--- config.mk ---
export PLATFORM = sky130hd
export DESIGN_NAME = sdram_port_arbiter
export DESIGN_NICKNAME = d
export VERILOG_FILES = /design/src/rtl/sdram_port_arbiter.sv
export SDC_FILE = /design/constraint.sdc
export NUM_CORES = 1
export LEC_CHECK = 0
export ABC_AREA = 1
export BUFFER_PORTS_ARGS = -buffer_cell sky130_fd_sc_hd__buf_2
export CORE_MARGIN = 4
export CORE_UTILIZATION = 38
export CTS_BUF_LIST = sky130_fd_sc_hd__clkbuf_4
export DETAILED_ROUTE_END_ITERATION = 8
export PLACE_DENSITY_LB_ADDON = 0.08
export SLEW_MARGIN = 5
export SYNTH_ARGS = -nofsm -noshare
export SYNTH_HDL_FRONTEND = slang
export SYNTH_SLANG_ARGS = --single-unit
export TNS_END_PERCENT = 5
--- constraint.sdc ---
create_clock -name clk_clk -period 6.95 [get_ports clk_clk]
set_clock_uncertainty 0.1 [all_clocks]
set_input_delay 1.39 -clock clk_clk [delete_from_list [all_inputs] [get_ports clk_clk]]
set_output_delay 1.39 -clock clk_clk [all_outputs]
set_load 0.05 [all_outputs]
--- src/rtl/sdram_port_arbiter.sv ---
// rtl/sdram_port_arbiter.sv - two-port arbiter with outstanding-read ID FIFO in front of an SDRAM Avalon slave
//
// Purpose:
//   Arbitrates port A (host/SPI frame writer) and port B (display fetch reader)
//   onto one SDRAM Avalon-MM slave (s1_*). The grant is round-robin, and a
//   grant is cut after MAX_BURST accepted transfers while the other port waits.
//   Reads are pipelined. Each accepted read pushes its port ID into a FIFO, and
//   each s1_readdatavalid beat pops the head ID to steer the beat to that port.
//
// Configuration macro:
//   SDRAM_ARB_FIXED_PRI_EN - port B wins from idle and is never cut by
//                            MAX_BURST. Port A is still cut when B waits.
//
// Ports:
//   clk_clk, reset_reset                single clock, synchronous active-high reset
//   a_* / b_*                           requester ports: address, byteenable, read,
//                                       write, writedata in; waitrequest, readdata,
//                                       readdatavalid out
//   s1_address/byteenable_n/chipselect  request to the SDRAM slave
//   s1_writedata/read_n/write_n
//   s1_readdata/readdatavalid/          response and stall from the SDRAM slave
//   s1_waitrequest
//   err_rdv_underflow                   sticky flag: a read beat arrived with no read pending
module sdram_port_arbiter #(
   parameter int ADDR_W      = 22,
   parameter int DATA_W      = 16,
   parameter int MAX_PENDING = 8,
   parameter int MAX_BURST   = 16
) (
   input  logic              clk_clk,
   input  logic              reset_reset,
   input  logic [ADDR_W-1:0] a_address,
   input  logic [1:0]        a_byteenable,
   input  logic              a_read,
   input  logic              a_write,
   input  logic [DATA_W-1:0] a_writedata,
   output logic              a_waitrequest,
   output logic [DATA_W-1:0] a_readdata,
   output logic              a_readdatavalid,
   input  logic [ADDR_W-1:0] b_address,
   input  logic [1:0]        b_byteenable,
   input  logic              b_read,
   input  logic              b_write,
   input  logic [DATA_W-1:0] b_writedata,
   output logic              b_waitrequest,
   output logic [DATA_W-1:0] b_readdata,
   output logic              b_readdatavalid,
   output logic [ADDR_W-1:0] s1_address,
   output logic [1:0]        s1_byteenable_n,
   output logic              s1_chipselect,
   output logic [DATA_W-1:0] s1_writedata,
   output logic              s1_read_n,
   output logic              s1_write_n,
   input  logic [DATA_W-1:0] s1_readdata,
   input  logic              s1_readdatavalid,
   input  logic              s1_waitrequest,
   output logic              err_rdv_underflow
);

   localparam int PTR_W  = (MAX_PENDING > 1) ? $clog2(MAX_PENDING) : 1;
   localparam int CNT_W  = $clog2(MAX_PENDING + 1);
   localparam int BEAT_W = $clog2(MAX_BURST + 1);

`ifdef SDRAM_ARB_FIXED_PRI_EN
   localparam bit CUT_B = 1'b0;
`else
   localparam bit CUT_B = 1'b1;
`endif

   typedef enum logic [1:0] {
      GNT_NONE = 2'd0,
      GNT_A    = 2'd1,
      GNT_B    = 2'd2
   } grant_t;

   grant_t              grant_q, grant_d;
   logic                rr_ptr_q, rr_ptr_d;     // 0 = A next, 1 = B next
   logic [BEAT_W-1:0]   beat_cnt_q, beat_cnt_d;
   logic [MAX_PENDING-1:0] id_q;                // 1 = read belongs to port B
   logic [PTR_W-1:0]    wr_ptr_q, rd_ptr_q;
   logic [CNT_W-1:0]    count_q;
   logic                err_q;

   logic                a_req, b_req;
   logic                g_read, g_write, g_rd, g_req;
   logic [ADDR_W-1:0]   g_addr;
   logic [1:0]          g_be;
   logic [DATA_W-1:0]   g_wdata;
   logic                fifo_empty, fifo_full, pop, push, blocked, issue, accept;
   logic                head_id, burst_done;

   assign a_req = a_read | a_write;
   assign b_req = b_read | b_write;

   // Mux the granted port onto the slave side
   always_comb begin
      g_read  = 1'b0;
      g_write = 1'b0;
      g_addr  = '0;
      g_be    = '0;
      g_wdata = '0;
      unique case (grant_q)
         GNT_A: begin
            g_read  = a_read;
            g_write = a_write;
            g_addr  = a_address;
            g_be    = a_byteenable;
            g_wdata = a_writedata;
         end
         GNT_B: begin
            g_read  = b_read;
            g_write = b_write;
            g_addr  = b_address;
            g_be    = b_byteenable;
            g_wdata = b_writedata;
         end
         default: ;
      endcase
   end

   // Write wins when a port raises read and write together
   assign g_rd       = g_read & ~g_write;
   assign g_req      = g_read | g_write;
   assign fifo_empty = (count_q == '0);
   assign fifo_full  = (count_q == CNT_W'(MAX_PENDING));
   assign pop        = s1_readdatavalid & ~fifo_empty;
   // A pop in the same cycle frees a slot, so a full FIFO only blocks without one
   assign blocked    = g_rd & fifo_full & ~pop;
   assign issue      = g_req & ~blocked & ~reset_reset;
   assign accept     = issue & ~s1_waitrequest;
   assign push       = accept & g_rd;
   assign head_id    = id_q[rd_ptr_q];

   assign s1_chipselect   = issue;
   assign s1_read_n       = ~(issue & g_rd);
   assign s1_write_n      = ~(issue & g_write);
   assign s1_address      = g_addr;
   assign s1_byteenable_n = ~g_be;
   assign s1_writedata    = g_wdata;

   assign a_waitrequest   = reset_reset | (grant_q != GNT_A) | s1_waitrequest | blocked;
   assign b_waitrequest   = reset_reset | (grant_q != GNT_B) | s1_waitrequest | blocked;
   assign a_readdata      = s1_readdata;
   assign b_readdata      = s1_readdata;
   assign a_readdatavalid = pop & ~head_id & ~reset_reset;
   assign b_readdatavalid = pop &  head_id & ~reset_reset;
   assign err_rdv_underflow = err_q;

   // This accept is the MAX_BURST-th (or later) of the current grant
   assign burst_done = accept & (beat_cnt_q >= BEAT_W'(MAX_BURST - 1));

   always_comb begin
      grant_d    = grant_q;
      rr_ptr_d   = rr_ptr_q;
      beat_cnt_d = beat_cnt_q;
      if (accept && (beat_cnt_q != BEAT_W'(MAX_BURST)))
         beat_cnt_d = beat_cnt_q + BEAT_W'(1);

      unique case (grant_q)
         GNT_NONE: begin
`ifdef SDRAM_ARB_FIXED_PRI_EN
            if (b_req)      grant_d = GNT_B;
            else if (a_req) grant_d = GNT_A;
`else
            if (a_req && b_req) grant_d = rr_ptr_q ? GNT_B : GNT_A;
            else if (a_req)     grant_d = GNT_A;
            else if (b_req)     grant_d = GNT_B;
`endif
         end
         GNT_A: begin
            if (!a_req)                  grant_d = b_req ? GNT_B : GNT_NONE;
            else if (burst_done && b_req) grant_d = GNT_B;
         end
         GNT_B: begin
            if (!b_req)                           grant_d = a_req ? GNT_A : GNT_NONE;
            else if (CUT_B && burst_done && a_req) grant_d = GNT_A;
         end
         default: grant_d = GNT_NONE;
      endcase

      if (grant_d != grant_q) begin
         beat_cnt_d = '0;
         if (grant_d == GNT_A)      rr_ptr_d = 1'b1;
         else if (grant_d == GNT_B) rr_ptr_d = 1'b0;
      end
   end

   always_ff @(posedge clk_clk) begin
      if (reset_reset) begin
         grant_q    <= GNT_NONE;
         rr_ptr_q   <= 1'b0;
         beat_cnt_q <= '0;
         id_q       <= '0;
         wr_ptr_q   <= '0;
         rd_ptr_q   <= '0;
         count_q    <= '0;
         err_q      <= 1'b0;
      end else begin
         grant_q    <= grant_d;
         rr_ptr_q   <= rr_ptr_d;
         beat_cnt_q <= beat_cnt_d;
         if (push) begin
            id_q[wr_ptr_q] <= (grant_q == GNT_B);
            wr_ptr_q       <= wr_ptr_q + PTR_W'(1);
         end
         if (pop)
            rd_ptr_q <= rd_ptr_q + PTR_W'(1);
         unique case ({push, pop})
            2'b10:   count_q <= count_q + CNT_W'(1);
            2'b01:   count_q <= count_q - CNT_W'(1);
            default: ;
         endcase
         if (s1_readdatavalid && fifo_empty)
            err_q <= 1'b1;
      end
   end

endmodule
* Word level (Yosys, flattened, before mapping) *
Cells that the tools add are included.

cells by class
  add/sub/neg operators = 5
  $mul = 0
  divide/modulo/power cells = 0
  magnitude comparators = 4
  eq/ne operators = 11
  shift-type cells = 0
  multiplexer cells = 24
  bitwise gates (word level) = 34
  reduce and logical (&&, ||, !) cells = 12

operator list
  kind                                                  count
  one-hot mux 22 bit (2 select lines)                   1
  one-hot mux 16 bit (2 select lines)                   1
  2-to-1 mux 2 bit                                      9
  bitwise AND 1 bit                                     15
  NOT 1 bit                                             9
  OR 1 bit                                              9
  bitwise mux 8 bit                                     1
  < comparator 3 x 4 -> 1 bit (second input constant)   2
  one-hot mux 4 bit (2 select lines)                    1
  adder 3 x 1 -> 3 bit (second input constant)          2
  equality test 2 x 1 -> 1 bit (second input constant)  3
  equality test 2 bit (second input constant)           3
  logical AND 1 bit                                     6
  one-hot mux 2 bit (3 select lines)                    1
  adder 5 x 1 -> 5 bit (second input constant)          1
  >= comparator 5 x 4 -> 1 bit (second input constant)  1
  2-to-1 mux 1 bit                                      5
  inequality test 5 bit (second input constant)         1
  adder 4 x 1 -> 4 bit (second input constant)          1
  equality test 4 bit (second input constant)           1
  logical NOT 4 bit                                     1
  one-hot mux 1 bit (2 select lines)                    2
  one-hot mux 2 bit (2 select lines)                    1
  nonzero test 2 bit                                    2
  11 further kinds                                      11

storage, ports and cells
  flip-flop bits (word level) = 27
  bits in latches = 0
  RAM bits = 0
  ROM bits = 0
  bits of input ports = 104
  logic and storage cells = 98
  memories kept = 0

* Longest topological paths before layout *
Gate-level depths: netlist of run 1.

  depth after elaboration = 18
  gate-level depth with buffers = 22
  depth with buffers taken out = 21

* Worst setup path before layout of run 1 *
OpenSTA, ideal clock, no wires.

  kind = input-to-output
  from = input s1_readdatavalid
  to = output a_readdatavalid
  arrival = 2.979 ns
  data required time = 5.460 ns
  slack = 2.481 ns
  cell stages on the path = 4
  path through = inv_1 -> a31oi_1 -> inv_1 -> nor3_1

between the ends
  word-level cells in the longest chain between the ends = 3

ends and longest elaborated chain
  element                          RTL line  source
  start, declared                  55        input logic s1_readdatavalid,
  bitwise AND 1 bit                126       assign pop = s1_readdatavalid & ~fifo_empty;
  via pop                          89        logic fifo_empty, fifo_full, pop, push, blocked, issue, accept;
  bitwise AND 1 bit (2 in series)  145       assign a_readdatavalid = pop & ~head_id & ~reset_reset;
  end, declared                    39        output logic a_readdatavalid,

The timed path passes the listed nets, and every way through them passes these cells.

* Final worst setup path of run 1 *
  from = input reset_reset
  to = output s1_read_n

between the ends
  word-level cells in the longest chain between the ends = 4

ends and longest elaborated chain
  element            RTL line  source
  start, declared    31        input logic reset_reset,
  NOT 1 bit          129       assign issue = g_req & ~blocked & ~reset_reset;
  bitwise AND 1 bit  129
  bitwise AND 1 bit  135       assign s1_read_n = ~(issue & g_rd);
  NOT 1 bit          135
  end, declared      52        output logic s1_read_n,

Every way passes these cells.

==> results.md, run 1 <==
- Worst EP required: approximately 5.5 ns
- Hold buffer count at CTS: 0
- Final Hold Slack: about 0.36 ns
- Period utilization: 0.608
- Post_cts resized: 0
- Crit path max fanout: 18
- DRC viols: 0
- Post-synth EDFFs: 0
- CTS buffer count: 3
- Final nets: 619
- Slew at the pin closest to its max-slew limit: about 1.1 ns
- Root Buffer: clkbuf_4
- Max VDD drop: between 100 and 150 uV
- Die Span Y: just over 90 um
- Post-DP HPWL: about 6.2 mm
- CTS tree: yes
- CTS sink cnt: 27
- Hold Fails Final Rpt: 0
- H-tree level count: 1
- Overall routed net length: ~7.7 mm
- Worst Setup End Kind: output port
- Largest net degree at the start of global routing: 47
- Max Transition Viols Final: 0
- Vias post-DR: roughly 2,800
- Cell Area, Synth: 2610 um^2
- CTS Buffer Depth: 2
- Peak Freq: approximately 0.24 GHz
- CP arrival: ~2.7 ns
- Port Buf Inserts: between 100 and 150
- Status: finished clean
- Die ar.: 8260 um^2
- Yosys Warn Count: 0
- Non-filler cells, final: just under 600
- Async SR Flop Fraction: 0
- Post-DR vias/cell: ~4.8
- Area Growth Syn to Fin: 19.2%
- Initial antenna violation count: 0
- Chip Width: 90.9 um
- Worst-path clk slew: approximately 0.16 ns
- Type of the most critical hold path: reg -> reg
- Final setup fails: 0
- Cell count after synthesis: a little over 400
- Setup bufs post-CTS: 0
- Leakage: between 0.001 and 0.0015 uW
- Grt total ovfl: 0
- Initial Util: 0.402
- Final Critical Period: between 4 and 5 ns
- Initial DRT Pass Iterations: 4
- Slew headroom: 0.281
- First-pass GRT wire length: approximately 12 mm
- Syn Nets: between 500 and 600
- Kind of critical path: in -> out
- Iter 0 DRT Violations: 64
- GRT Total Usage: 0.176
- Synth Flop Type: dfxtp_1
- Post-DRT Antenna Nets: 0
- Share of layout cells above drive strength 1: 0.346
- Sequential-to-total area share from yosys stat: 0.207
- Row count: 29
- WL/cell: around 13 um
- Distinct cells, synth: 36
- Cell area power density: between 200 and 300 nW/um^2
- RSZ-0062 raised after global routing: no
- Max-cap viol count: 0
- Core ar.: around 6500 um^2
- Placed instance count: around 570
- Synthesized area per cell: ~6.4 um^2
- Vias in the first global route: 2,589
- Setup tns final: 0 ns
- Clk Latency, worst-skew pair: around 0.34 ns
- RePlAce Congestion: between 0.8 and 0.9
- Ant diodes: 0
- Seq cells post-synth: 27
- Top Ports: approximately 180
- Critical path launch point type: input port
## metal layers
| metal | vias to the layer above | wire (um) | GRT usage |
|---|---|---|---|
| met4 | 0 | 126 | 0.0440 |
| met5 | - | 0 | 0 |
| met1 | 1209 | 3150 | 0.201 |
| met3 | 8 | 546 | 0.0467 |
| li1 | 1476 | - | - |
| met2 | 99 | 3850 | 0.322 |
## through the flow
step,util,instance area (um^2),setup WS [ns],power (uW)
3_5_place_dp,0.474,3080,2.64,767
3_3_place_gp,0.474,3080,2.75,767
5_1_grt,0.479,3110,2.50,913
4_1_cts,0.479,3110,2.70,846
2_1_floorplan,-,2610,2.48,695
6_report,0.479,3110,2.73,834
## sequential cells by signal, summed over array words and instances (netlist names)
signal and count:
id_q 8, beat_cnt_q 5, count_q 4, rd_ptr_q 3, wr_ptr_q 3, grant_q 2
err_rdv_underflow 1, rr_ptr_q 1
## final timing paths
check,startpoint,end,slack [ns],cells past startpoint
setup / recovery,reset_reset,s1_read_n,2.73,6
hold / removal,err_rdv_underflow,err_rdv_underflow,0.36,2
setup reg to reg,grant_q[0],count_q[3],3.32,22
hold reg to reg,err_rdv_underflow,err_rdv_underflow,0.36,2
## cell usage after synthesis (2+ instances only)
library cell	count	area share
nor3_1	5	0.0096
nor2_8	2	0.015
a21oi_2	4	0.013
clkbuf_1	13	0.019
nand4_1	8	0.019
nand2_1	103	0.15
nor2_1	29	0.042
o21ai_1	5	0.0096
o21ai_0	18	0.035
a22o_1	2	0.0067
a311oi_1	4	0.013
dfxtp_1	27	0.21
buf_4	35	0.10
inv_2	2	0.0029
nand2_4	6	0.026
nand3_1	7	0.013
nand2_2	10	0.024
a21oi_1	60	0.11
ha_1	13	0.062
inv_1	39	0.056
## cell usage in the layout, fill, tap and decap left out, types with 6 or more instances in the layout
cell type  count
nand2_2       10
nand4_1        8
nand2_1      103
nand3_1        7
inv_1         39
nor2_1        29
buf_2        135
dfxtp_1       27
a21oi_1       60
o21ai_0       18
nand2_4        6
ha_1          13
## critical path, stage by stage
cell	delay, ns
buf_2	0.17
inv_1	0.49
nand2_4	0.13
nor2_8	0.20
nand4_4	0.11
buf_2	0.24
## area by class of cell
type                    count  area, um^2
clock buffers               3        22.5
fillers                   728        3380
clock inverters             1        8.76
multi-input cells         290        1600
inverters                  42         158
flip-flops and latches     27         541
well taps                  77        96.3
repair buffers            137         691
## cells by family (layout without fill, tap and decap cells)
kind of cell               count (synthesis)  after routing  share of synthesized area
AOI/OAI and AO/OA                         97             97                      0.205
xor gates and xnor gates                   1              1                    0.00335
adders and majority gates                 14             14                     0.0700
buffers and inverters                     91            183                      0.182
DFF                                       27             27                      0.207
and+or+nand+nor                          178            178                      0.333
## where the power goes
part | switching, uW | internal [uW] | total [uW]
Clock | 53.6 | 23.5 | 77.2
Sequential | 21.5 | 176 | 198
Combinational | 404 | 155 | 559
Note: power is estimated with default switching activity, not from simulation.
==> run 2, diff against run 1 <==
==> constraint.sdc (replaced) <==
create_clock -name clk_clk -period 3.4 [get_ports clk_clk]
set_clock_uncertainty 0.1 [all_clocks]
set_input_delay 0.68 -clock clk_clk [delete_from_list [all_inputs] [get_ports clk_clk]]
set_output_delay 0.68 -clock clk_clk [all_outputs]
set_load 0.05 [all_outputs]
==> run 2 against run 1 <==
Effect of this change: critical path depth grew 13; critical endpoint is now count_q[3]; largest power group unchanged; count of clock-buffer cells in the layout unchanged; clock power is 98% higher; global-route usage up 0.29 points; die area is the same; sequential share of layout area down 0.29 points.
==> results.md, run 2 (same netlist as run 1, synthesis figures left out) <==
- Final setup fails: 0 (unchanged)
- Critical path launch point type: flip-flop (was input port)
- Overall routed net length: 7.84 mm (was 7.67 mm)
- Cell area power density: 554 nW/um^2 (was 268 nW/um^2)
- CTS buffer count: 3 (unchanged)
- Regs by FF count: id_q: 8 flops, beat_cnt_q: 5 flops, count_q: 4 flops (unchanged)
- Crit path from: grant_q[0] (was reset_reset)
- Reg-to-reg critical path endpoint: count_q[3] (unchanged)
- Hold buffer count at CTS: 0 (unchanged)
- Most frequent cells in the layout: 135 x buf_2, 103 x nand2_1, 60 x a21oi_1 (unchanged)
- Worst-path clk slew: 0.17 ns (was 0.16 ns)
- Top Ports: 184 (unchanged)
- Port Buf Inserts: 135 (unchanged)
- Die Span Y: 90.9 um (unchanged)
- Largest net degree at the start of global routing: 42 (was 47)
- Final nets: 623 (was 619)
- Worst r2r src: grant_q[0] (unchanged)
- Setup bufs post-CTS: 0 (unchanged)
- Row count: 29 (unchanged)
- Post-DP HPWL: 6.42 mm (was 6.25 mm)
- Ant diodes: 0 (unchanged)
- Register Area: 543 um^2 (was 541 um^2)
- Cell area after layout: 3180 um^2 (was 3110 um^2)
- Multi-input gate area: 1630 um^2 (was 1600 um^2)
- DRC viols: 0 (unchanged)
- Grt total ovfl: 0 (unchanged)
- Commonest non-fill, non-tap cell in the layout: buf_2 (unchanged)
- WL/cell: 13.5 um (was 13.3 um)
- Share of layout cells above drive strength 1: 0.365 (was 0.346)
- Chip Width: 90.9 um (unchanged)
- H-tree level count: 1 (unchanged)
- Final Hold Slack: 0.367 ns (was 0.362 ns)
- Max-cap viol count: 0 (unchanged)
- CTS sink cnt: 27 (unchanged)
- Worst EP required: 3.55 ns (was 5.46 ns)
- Post-DR vias/cell: 4.87 (was 4.84)
- Util after Layout: 0.490 (was 0.479)
- Worst setup margin: 0.276 ns (was 2.73 ns)
- Status: finished clean (unchanged)
- Period utilization: 0.919
- GRT Total Usage: 0.178 (was 0.176)
- Worst setup path endpoint: count_q[3] (was s1_read_n)
- Max VDD drop: 308 uV (was 138 uV)
- Slew headroom: 0.732 (was 0.281)
- RePlAce Congestion: 0.832 (was 0.813)
- Peak Freq: around 0.32 GHz
- CP arrival: 3.27 ns (was 2.73 ns)
- Vias post-DR: 2,827 (was 2,792)
- CTS Buffer Depth: 2 (unchanged)
- Clk Latency, worst-skew pair: 0.33 ns (was 0.34 ns)
- Worst Setup End Kind: flip-flop (was output port)
- Max Transition Viols Final: 0 (unchanged)
- Hold Fails Final Rpt: 0 (unchanged)
- Dpl ws: 0.0793 ns (was 2.64 ns)
- Reg2reg path depth: 19 (was 22)
- Crit path max fanout: 8 (was 18)
- Vias in the first global route: 2,632 (was 2,589)
- First-pass GRT wire length: 12.3 mm (was 12.2 mm)
- Iter 0 DRT Violations: 103 (was 64)
- Core ar.: 6490 um^2 (unchanged)
- Power Total: 1760 uW (was 834 uW)
- Final Critical Period: roughly 3.1 ns
- Area Growth Syn to Fin: 21.8% (was 19.2%)
- Post-DRT Antenna Nets: 0 (unchanged)
- CTS tree: yes (unchanged)
- Initial antenna violation count: 0 (unchanged)
- Kind of critical path: reg -> reg (was in -> out)
- Post_cts resized: 0 (unchanged)
- Hold-critical path depth: 2 (unchanged)
- Root Buffer: clkbuf_4 (unchanged)
- Initial DRT Pass Iterations: 4 (unchanged)
- Largest register FFs: 8 (unchanged)
- Die ar.: 8260 um^2 (unchanged)
- Leakage: 0.00145 uW (was 0.00143 uW)
- Slew at the pin closest to its max-slew limit: 0.398 ns (was 1.08 ns)
- Type of the most critical hold path: reg -> reg (unchanged)
- Largest reg by FF count: id_q (unchanged)
- Filler cells: 689 (was 728)
- R2R setup slack: 0.28 ns (was 3.32 ns)
- Cell area after placement: 3110 um^2 (was 3080 um^2)
- Initial Util: 0.402 (unchanged)
## run 2: changes by cell type in the layout (fill, tap and decap cells not counted), sizes merged
| cell | change |
|---|---|
| clkinvlp | +2 |
| inv | -2 |
| buf | +4 |
## run 2: how the worst min path moves through the flow
stage | to | start | slack [ns]
final | err_rdv_underflow | err_rdv_underflow | 0.37
after global routing | err_rdv_underflow | err_rdv_underflow | 0.39
after CTS | err_rdv_underflow | err_rdv_underflow | 0.37
after detailed placement | err_rdv_underflow | err_rdv_underflow | 0.34
after global placement | err_rdv_underflow | err_rdv_underflow | 0.34
after floorplan | id_q[1] | id_q[1] | 0.33
## run 2: critical path, cell delays in order, from the launching register on
cell	delay (ns)
dfxtp_2	0.43
clkinvlp_4	0.19
ha_4	0.38
nand2_4	0.07
nand2_2	0.08
nand2_4	0.06
nor2_8	0.11
nand4_4	0.09
nor2_4	0.13
inv_2	0.09
ha_1	0.22
ha_1	0.33
nand2_1	0.09
nor2_1	0.05
a211oi_2	0.18
nor2_1	0.07
nor2_1	0.08
nand2_1	0.06
o21ai_0	0.14
a21oi_1	0.05
## run 2: power by group
group	internal (uW)	switching (uW)	leakage (uW)	total, uW
combinational	355	849	0.00121	1200
sequential	362	44.3	0.000220	406
clock	45.0	108	0.0000139	153
total	762	1000	0.00145	1760
## run 2: final cells by class
type,instances,area share
multi-input cells,290,0.512
well taps,77,0.0303
clock inverters,1,0.00236
inverters,42,0.0507
flip-flops and latches,27,0.171
repair buffers,141,0.227
clock buffers,3,0.00708
## run 2: stage by stage
step	setup TNS [ns]	instances
2_1_floorplan	0	408
3_3_place_gp	0	577
3_5_place_dp	0	577
4_1_cts	0	581
5_1_grt	-0.0215	581
6_report	0	581
## run 2: routing by layer
metal / routed length [um] / up-vias / track usage
li1: - / 1492 / -
met1: 3100 / 1219 / 0.200
met2: 4000 / 106 / 0.327
met3: 548 / 10 / 0.0433
met4: 183 / 0 / 0.0616
met5: 0 / - / 0
